==> src/rtl/timer_counter.sv <==
// Memory-mapped down-counting timer with CTRL/PRESET/COUNT registers and an
// interrupt output for CP0. Mode 0 holds irq until acknowledged by a CTRL or
// PRESET write; mode 1 pulses irq for one cycle and reloads automatically.
module timer_counter #(
  parameter logic [31:0] BASE = 32'h0000_7F00
) (
  input  logic        clk,
  input  logic        reset,
  input  logic [31:0] addr,
  input  logic [3:0]  byteen,
  input  logic [31:0] wdata,
  output logic [31:0] rdata,
  output logic        irq
);

  typedef enum logic [1:0] {IDLE, LOAD, CNT, INT} state_t;

  state_t      state;
  state_t      state_next;

  logic        ctrl_en;
  logic [1:0]  ctrl_mode;
  logic        ctrl_im;
  logic [31:0] preset;
  logic [31:0] count;
  logic        int_flag;

  logic        hit;
  logic [3:0]  offset;
  logic        wr_any;
  logic        wr_ctrl;
  logic        wr_preset;
  logic        mode_periodic;

  logic        load_count;
  logic        dec_count;
  logic        reach_zero;
  logic        int_stop;
  logic        int_rearm;

  // Lane-wise merge: only byte lanes with their enable set take new data.
  function automatic logic [31:0] merge_bytes(input logic [31:0] old_val,
                                              input logic [31:0] new_val,
                                              input logic [3:0]  be);
    logic [31:0] res;
    res = old_val;
    for (int i = 0; i < 4; i++) begin
      if (be[i]) begin
        res[8*i +: 8] = new_val[8*i +: 8];
      end
    end
    return res;
  endfunction

  // The two low address bits are masked off so word offsets ignore them.
  assign hit           = (addr[31:4] == BASE[31:4]);
  assign offset        = addr[3:0] & 4'hC;
  assign wr_any        = hit && (byteen != 4'b0000);
  assign wr_ctrl       = wr_any && (offset == 4'h0);
  assign wr_preset     = wr_any && (offset == 4'h4);
  assign mode_periodic = (ctrl_mode == 2'd1);

  assign irq = ctrl_im & int_flag;

  // Combinational read mux; anything outside the window reads as zero.
  always_comb begin
    rdata = 32'h0;
    if (hit) begin
      case (offset)
        4'h0:    rdata = {28'h0, ctrl_im, ctrl_mode, ctrl_en};
        4'h4:    rdata = preset;
        4'h8:    rdata = count;
        default: rdata = 32'h0;
      endcase
    end
  end

  // State register for the count sequencer.
  always_ff @(posedge clk or negedge reset) begin
    if (!reset) begin
      state <= IDLE;
    end else begin
      state <= state_next;
    end
  end

  // Next-state decode plus one-cycle strobes that drive the datapath below.
  always_comb begin
    state_next = state;
    load_count = 1'b0;
    dec_count  = 1'b0;
    reach_zero = 1'b0;
    int_stop   = 1'b0;
    int_rearm  = 1'b0;
    case (state)
      IDLE: begin
        if (ctrl_en) begin
          state_next = LOAD;
        end
      end
      LOAD: begin
        load_count = 1'b1;
        state_next = CNT;
      end
      CNT: begin
        if (!ctrl_en) begin
          state_next = IDLE;
        end else if (count > 32'd1) begin
          dec_count = 1'b1;
        end else begin
          reach_zero = 1'b1;
          state_next = INT;
        end
      end
      INT: begin
        if (mode_periodic) begin
          int_rearm = 1'b1;
        end else begin
          int_stop = 1'b1;
        end
        state_next = IDLE;
      end
      default: state_next = IDLE;
    endcase
  end

  // CTRL register: a CPU write to lane 0 overrides the one-shot EN clear.
  always_ff @(posedge clk or negedge reset) begin
    if (!reset) begin
      ctrl_en   <= 1'b0;
      ctrl_mode <= 2'd0;
      ctrl_im   <= 1'b0;
    end else if (wr_ctrl && byteen[0]) begin
      ctrl_en   <= wdata[0];
      ctrl_mode <= wdata[2:1];
      ctrl_im   <= wdata[3];
    end else if (int_stop) begin
      ctrl_en   <= 1'b0;
    end
  end

  // PRESET register; a new value is only picked up by the next LOAD.
  always_ff @(posedge clk or negedge reset) begin
    if (!reset) begin
      preset <= 32'h0;
    end else if (wr_preset) begin
      preset <= merge_bytes(preset, wdata, byteen);
    end
  end

  // COUNT register is driven by the sequencer only; bus writes never touch it.
  always_ff @(posedge clk or negedge reset) begin
    if (!reset) begin
      count <= 32'h0;
    end else if (load_count) begin
      count <= preset;
    end else if (dec_count) begin
      count <= count - 32'd1;
    end else if (reach_zero) begin
      count <= 32'h0;
    end
  end

  // Interrupt flag: setting on expiry beats a same-cycle software acknowledge.
  always_ff @(posedge clk or negedge reset) begin
    if (!reset) begin
      int_flag <= 1'b0;
    end else if (reach_zero) begin
      int_flag <= 1'b1;
    end else if (int_rearm) begin
      int_flag <= 1'b0;
    end else if (!mode_periodic && (wr_ctrl || wr_preset)) begin
      int_flag <= 1'b0;
    end
  end

endmodule

==> config.mk <==
export PLATFORM = sky130hd
export DESIGN_NAME = timer_counter
export DESIGN_NICKNAME = d
export VERILOG_FILES = /design/src/rtl/timer_counter.sv
export SDC_FILE = /design/constraint.sdc
export NUM_CORES = 1
export LEC_CHECK = 0
export BUFFER_PORTS_ARGS = -buffer_cell sky130_fd_sc_hd__buf_4
export CAP_MARGIN = 20
export CORE_UTILIZATION = 25
export CTS_CLUSTER_SIZE = 16
export DETAILED_ROUTE_END_ITERATION = 6
export GPL_TIMING_DRIVEN = 0
export PLACE_DENSITY = 0.52
export SLEW_MARGIN = 20
export SYNTH_ARGS = -nofsm -noshare
export SYNTH_HDL_FRONTEND = slang
export SYNTH_SLANG_ARGS = --single-unit
==> constraint.sdc <==
create_clock -name clk -period 2.42 [get_ports clk]
set_input_delay 0.121 -clock clk [delete_from_list [all_inputs] [get_ports clk]]
set_output_delay 0.121 -clock clk [all_outputs]
set_load 0.01 [all_outputs]
* Yosys cells after proc, flatten, opt, wreduce, memory -nomap -nowiden
Cells that the tools add are included.
** Storage, ports and cells
- Flip-flop bits (word level) :: 71
- Input bits :: 70
- Output and inout port bits :: 33
- Word-level logic and storage cells :: 65
** Cells by class
- Add/sub/neg operators :: 1
- Order comparisons :: 1
- Equality and inequality tests :: 9
- Muxes and demuxes :: 25
- Bitwise operators :: 1
- Reductions and logical operators :: 18
** Operators by type and width (number)
- $mux 32 :: 4
- $pmux 32 s3 :: 1
- $gt 32x1->1 const B :: 1
- $sub 32x1->32 const B :: 1
- $eq 28x11->1 const B :: 1
- $mux 1 :: 16
- $reduce_and 2->1 :: 5
- $pmux 2 s4 :: 1
- $eq 2x1->1 const B :: 3
- $eq 2x2->1 const B :: 3
- $mux 2 :: 3
- $reduce_bool 3->1 :: 2
- $logic_and 1x1->1 :: 5
- $logic_not 4->1 :: 1
- $reduce_bool 4->1 :: 1
- $ne 3x3->1 const B :: 1
- $logic_not 2->1 :: 1
- $ne 2x2->1 const B :: 1
- $reduce_bool 2->1 :: 1
- $and 1x1->1 :: 1
- $logic_not 1->1 :: 1
- $logic_or 1x1->1 :: 1

* Logic depth before layout (Yosys ltp)
Gate-level depths: netlist of the first run.
- Depth after elaboration :: 8
- Gate-level depth with buffers :: 8
- Gate-level depth less buffers :: 7

* Worst setup path after synthesis of the first run
No wires, ideal clock.
- Kind :: reg2reg
- Start point :: reg count[11]
- End point :: reg count[9]
- Setup time :: 126 ps
- Data arrival time :: 2563 ps
- Path slack :: -269 ps
- Cell stages (with the launch flop) :: 8
- Buffers on the path :: 2
- Path through :: dfrtp_1 -> or4_4 -> or4_1 -> buf_2 -> o41ai_4 -> buf_4 -> o21ai_1 -> a221o_1
** Between the ends
- Cells in the longest elaborated chain, start to end :: 6
** Ends and longest elaborated chain
- start, declared :: RTL line 25 : logic [31:0] count;
- start signal, assigned :: RTL line 156 : count <= preset;
- start signal, assigned :: RTL line 158 : count <= count - 32'd1;
- $gt 32x1->1 (*) :: RTL line 108 : end else if (count > 32'd1) begin
- $mux 1 :: RTL line 108
- $mux 1 :: RTL line 106 : if (!ctrl_en) begin
- $mux 1 :: RTL line 95 : case (state)
- $mux 32 :: RTL line 157 : end else if (dec_count) begin
- $mux 32 :: RTL line 155 : end else if (load_count) begin
Mark *: on every way between the ends. The rest lies on a longest branch, timed or not.
A chain may end at the register's enable or synchronous reset.

* Worst setup path in the final report of the first run
- Start point :: reg count[23]
- End point :: reg count[4]
The elaborated chain is that of the path after synthesis.

==> run metrics, run 1 <==
run status=finished with violations; violated checks=negative setup slack; fin cells=781; CTS tree=built; critical path's slowest cell=or4_4; crit-path cells=or4_4 -> or3_4 -> buf_8 -> o41ai_4 -> buf_6 -> buf_4 -> o21ai_0 -> a221o_1; CP required=2640 ps; Total GRT Usage=17.0%; largest area contributor in the netlist=dfrtp_1; max-slew violation count=0; yosys warns=0; Hold Crit Class=in -> reg; # port buffers=99; CP Max Fanout=6; clock skew=7.62 ps; Reg area=0.00178 sq mm; post-synth cell types=51; Net Sw Power=548 uW; CP Class=reg -> reg; Vert. Die Dim=130 um; post-synth top area share=43.2%; Int Power=2040 uW; drt drc=0; # nets final=633; Async SR Flop Fraction=100%; final count of negative-setup-slack endpoints=33; Placed Area=0.00516 sq mm; EDFF count, synth=0; vias in the first global route=4115; cell area after synthesis=0.00411 sq mm; diode count=0; Comb pwr share=5.8%; Max-cap violations=0; TritonCTS Sinks=71; fin util=36.4%; Power Density=444 mW/mm^2; TritonRoute pass-1 iters=7; Tightest Pin Transition=939 ps; Syn-to-layout area delta=41.7%; crit path DAT=2850 ps; via/cell ratio=5.21; DPL Wire Length=9830 um; deepest clock path buffer count=2; leakage=0.00271 uW; Initial Utilization=25.7%; Yosys reg bits=71; CP Capture Type=flop; largest net degree at the start of global routing=72; gp weighted congestion=0.833; CTS clock-pin slew for the worst setup and hold paths=60 ps; H-Tree Level Count=3; Reg power frac=45.9%; Die ar.=0.0170 sq mm; Startpoint Class=flop; net count after synthesis=499; WL/cell=18.1 um; RSZ-0062 raised after global routing=yes; Routed Antenna Nets=0; final wirelength=14100 um; Mapped Cells=427; Root Driver=clkbuf_16; Die Wd=130 um; mean area per synthesized cell=9.63 sq um; clock share of power=48.3%; Skew-Pair Late Insertion Delay=340 ps; sequential share of the synthesized area=43.2%; VDD IR max=0.316 mV; Design Area, Final=0.00583 sq mm; Iteration-0 DRC Markers=253; Fill cells=1654; Rows=46; setup_tns=-3610 ps; most common library cell in the layout ignoring fill and taps=buf_4; via count=4066; Final Hold Viols=0; slowest stage delay, CP=550 ps; Power Total=2590 uW; # IOs=103; initial antenna violation count=0; Slew Limit Headroom=37.4%; multi-input logic area=0.00228 sq mm; CTS buffer count=9; grt ovf=0; sw frac=21.2%; fraction of final layout cells sized beyond drive strength 1=38.1%; final worst setup slack=-210 ps; period utilization=109%; global-route wire length before repair=21600 um; core area=0.0160 sq mm; Placed Instances=742; f_max=380 MHz; most frequent cells in the layout=buf_4, dfrtp_1, nor2_1; minimum clock period=2630 ps; largest cells by area after synthesis=dfrtp_1, mux2_2, a22oi_1; Main synth FF type=dfrtp_1
power by group through the flow:
stage / Combinational (uW) / Clock [uW] / Sequential, uW
2_1_floorplan: 25.2 / 0 / 1210
3_3_place_gp: 150 / 0 / 1210
3_5_place_dp: 152 / 0 / 1210
4_1_cts: 155 / 1280 / 1190
5_1_grt: 167 / 1320 / 1190
6_report: 151 / 1250 / 1190
worst max-delay path, delay by kind of cell, from the launching register on:
kind	cells	cell delay [ps]
simple gates	2	960
compound gates	3	680
buf+inv	3	460
flops	1	400
metrics by stage:
stage               hold WS [ps]  setup slack [ps]
detailed placement           327              -454
CTS                         6.60              -218
global route                16.4              -273
finish                      15.2              -210
global placement             324              -416
floorplan                   -175              -158
sequential cells by signal, indices dropped and copies added, names as in the netlist:
register	cells
ctrl_en	1
ctrl_im	1
preset	32
ctrl_mode	2
count	32
state	2
int_flag	1
area by class of cell:
type / instances / area share, %
sequential: 71 / 30.6
buffer: 30 / 3.09
clock buffer: 15 / 4.77
inverter: 6 / 0.387
multi-input combinational: 314 / 39.1
tap: 216 / 4.64
timing repair buffer: 129 / 17.4
worst paths after layout:
path                              end  slack, ps  cells after the start  startpoint
min                        preset[21]         20                      2   wdata[21]
max reg2reg                  count[4]       -210                      8   count[23]
max                          count[4]       -210                      8   count[23]
min in group asynchronous  preset[26]        480                      2       reset
min reg2reg                 count[30]        530                      1   count[30]
max in group asynchronous   count[17]       1270                      2       reset
cells by family (layout without fill, tap and decap cells):
group / after synthesis / after routing / share of synthesized area [%]
adders and majority gates: 2 / 2 / 0.608
buffers and inverters: 42 / 180 / 4.05
AOI/OAI and AO/OA: 109 / 109 / 19.3
DFF: 71 / 71 / 43.2
xor gates and xnor gates: 8 / 8 / 1.70
muxes: 40 / 40 / 10.8
and+or+nand+nor: 155 / 155 / 20.4
Yosys cell counts, types with 2 or more instances:
cell type   n
nand2_1    16
dfrtp_1    71
nor4_1     20
o22ai_1     2
buf_2       4
xnor2_1     7
o221ai_1    2
mux2_2     35
nor3b_1     4
mux2i_1     5
nor3_1     13
a21o_1      7
or4_1      10
a22oi_1    35
o41ai_1     6
ha_1        2
nand3_1     6
and2_1      5
nor2b_1     5
or3_1       7
o21ai_1     5
inv_1       6
clkbuf_1   30
o21ai_0    20
a21oi_1    11
nand4_1     5
o311ai_0    2
nor4b_1     2
a221o_1    11
and3_1      6
nor2_1     47
timing repair:
action                                  in CTS  in global routing
endpoints found under the setup margin      34                 58
endpoints found under the hold margin       71                  0
setup buffers                               20                  8
hold buffers                                 1                  0
resized for setup                           32                 20
pin swaps                                   14                  8
cloned                                       1                  0
metal layers:
| layer | share of wire (%) | vias up | GRT usage (%) |
|---|---|---|---|
| li1 | - | 1896 | - |
| met3 | 7.8 | 24 | 3.40 |
| met5 | 0 | - | 0 |
| met2 | 45 | 185 | 27.5 |
| met4 | 2.4 | 0 | 7.18 |
| met1 | 44 | 1961 | 22.1 |
(Power assumes the default switching activity.)
==> run 2: changes to the inputs <==
--- a/config.mk
+++ b/config.mk
@@ -7,11 +7,14 @@
 export LEC_CHECK = 0
 export BUFFER_PORTS_ARGS = -buffer_cell sky130_fd_sc_hd__buf_4
 export CAP_MARGIN = 20
+export CELL_PAD_IN_SITES_DETAIL_PLACEMENT = 0
+export CELL_PAD_IN_SITES_GLOBAL_PLACEMENT = 2
 export CORE_UTILIZATION = 25
 export CTS_CLUSTER_SIZE = 16
 export DETAILED_ROUTE_END_ITERATION = 6
 export GPL_TIMING_DRIVEN = 0
-export PLACE_DENSITY = 0.52
+export PLACE_DENSITY = 0.74
+export SKIP_LAST_GASP = 1
 export SLEW_MARGIN = 20
 export SYNTH_ARGS = -nofsm -noshare
 export SYNTH_HDL_FRONTEND = slang
==> run metrics, run 2 (synthesis gave the netlist of run 1 again) <==
run status=finished with violations; violated checks=negative setup slack; CTS clock-pin slew for the worst setup and hold paths=60 ps (about the same); f_max=378 MHz (-0.55%); Int Power=2370 uW (+16%); TritonRoute pass-1 iters=4 (-3); drt drc=0 (unchanged); Tightest Pin Transition=952 ps (+12.6 ps); sw frac=20.0% (-1.2 points); Buf/Inv on CP=3 (unchanged); clock share of power=55.0% (+6.7 points); most common library cell in the layout ignoring fill and taps=buf_4; CTS tree=built; critical path's slowest cell=or4_4; most frequent cells in the layout=buf_4, dfrtp_1, nor2_1; largest net degree at the start of global routing=72 (unchanged); clock skew=7.79 ps (+0.176 ps); # nets final=632 (-0.16%); Reg power frac=40.0% (-5.9 points); via count=4069 (+0.074%); Net Sw Power=594 uW (+8.4%); final wirelength=14800 um (+4.3%); CP Class=reg -> reg; via/cell ratio=5.21 (about the same); crit-path cells=or4_4 -> or4_4 -> o41ai_4 -> buf_6 -> buf_12 -> buf_8 -> nor3_1 -> a221o_1; CP required=2640 ps (about the same); leakage=0.00282 uW (+4.0%); period utilization=109% (+0.60 points); Comb pwr share=5.0% (-0.8 points); Routed Antenna Nets=0 (unchanged); DPL Wire Length=9940 um (+1.2%); Slew Limit Headroom=36.6% (-0.84 points); WL/cell=18.9 um (+4.3%); minimum clock period=2640 ps (+14.5 ps); Power Total=2970 uW (+15%); slowest stage delay, CP=560 ps (about the same); TritonCTS Sinks=71 (unchanged); fraction of final layout cells sized beyond drive strength 1=41.9% (+3.9 points); Iteration-0 DRC Markers=211 (-17%); max-slew violation count=0 (unchanged); initial antenna violation count=0 (unchanged); deepest clock path buffer count=2 (unchanged); Max-cap violations=0 (unchanged); Regs by FF count=count (32), preset (32); Rows=46 (unchanged); Die Wd=130 um (unchanged); crit path DAT=2860 ps (about the same); Total GRT Usage=17.8% (+0.75 points); # port buffers=99 (unchanged); # IOs=103 (unchanged); CP Capture Type=flop; Vert. Die Dim=130 um (unchanged); core area=0.0160 sq mm (unchanged); vias in the first global route=4081 (-0.83%); VDD IR max=0.313 mV (-1.1%); RSZ-0062 raised after global routing=yes; Top Family by Delay on Critical Path=simple AND/OR/NAND/NOR gates; pre-CTS setup slack=-535 ps (-81.3 ps); Power Density=492 mW/mm^2 (+11%); diode count=0 (unchanged); Initial Utilization=25.7% (unchanged); grt ovf=0 (unchanged); final count of negative-setup-slack endpoints=32 (-3.0%); final worst setup slack=-224 ps (-14.5 ps); H-Tree Level Count=3 (unchanged); Hold Crit Class=in -> reg; Root Driver=clkbuf_16; Die ar.=0.0170 sq mm (unchanged); Startpoint Class=flop; global-route wire length before repair=22500 um (+4.3%); gp weighted congestion=0.793 (-4.8%); worst hold slack=8.87 ps (-6.33 ps); Syn-to-layout area delta=46.6%; Skew-Pair Late Insertion Delay=340 ps (about the same); Final Hold Viols=0 (unchanged); critical path's most frequent cell=or4_4; setup_tns=-3950 ps (-333 ps); CTS buffer count=9 (unchanged); CP Max Fanout=5 (-1)
==> run 2: changes by cell type in the layout (fill, tap and decap cells not counted), sizes merged <==
cell      delta
clkinv       +1
clkbuf       -6
clkinvlp     +1
bufinv       +4
==> run 2: worst paths after layout <==
path / start / endpoint / slack [ps] / cells after the start
worst max-delay path: count[10] / count[21] / -220 / 8
worst min-delay path: wdata[31] / preset[31] / 9 / 2
worst max register to register: count[10] / count[21] / -220 / 8
worst min register to register: preset[29] / count[29] / 530 / 2
max in group asynchronous: reset / count[8] / 1270 / 2
min in group asynchronous: reset / preset[25] / 470 / 2
==> run 2: layout make-up <==
type                       instances  area, sq um
fill                            1674         9970
multi-input combinational        314         2390
sequential                        71         1780
timing repair buffer             129         1010
tap                              216          270
clock buffer                      10          229
buffer                            29          188
clock inverter                     6          133
inverter                           6         22.5
==> run 2: power groups by stage <==
stage	clock, uW	sequential, uW	combinational, uW
finish	1630	1190	149
global route	1710	1190	165
CTS	1660	1190	153
detailed placement	0	1210	151
global placement	0	1210	150
floorplan	0	1210	25.2
==> run 2: stage by stage <==
stage	cell area, sq um	instances	util [%]
CTS	5920	784	37.0
detailed placement	5160	742	32.3
global placement	5160	742	32.3
floorplan	4150	427	-
finish	6030	781	37.7
global route	6030	781	37.7
==> run 2: repair_timing <==
action,CTS,global route
hold buffers,1,0
endpoints found under the hold margin,71,0
buffers inserted,27,3
gates cloned,2,0
pin swaps,15,14
gates resized for setup,36,49
setup endpoints to repair,34,51
==> run 2: per-layer routing <==
| metal | vias to the layer above | track usage, % | routed length [um] |
|---|---|---|---|
| met2 | 130 | 28.8 | 6980 |
| met1 | 2033 | 23.7 | 6690 |
| met5 | - | 0 | 0 |
| li1 | 1887 | - | - |
| met4 | 0 | 5.75 | 259 |
| met3 | 19 | 3.44 | 832 |
==> run 2: worst reg2reg max path, stage by stage, from the launching register on <==
cell	delay [ps]
dfrtp_1	390
or4_4	560
or4_4	490
o41ai_4	360
buf_6	180
buf_12	120
buf_8	120
nor3_1	50
a221o_1	260
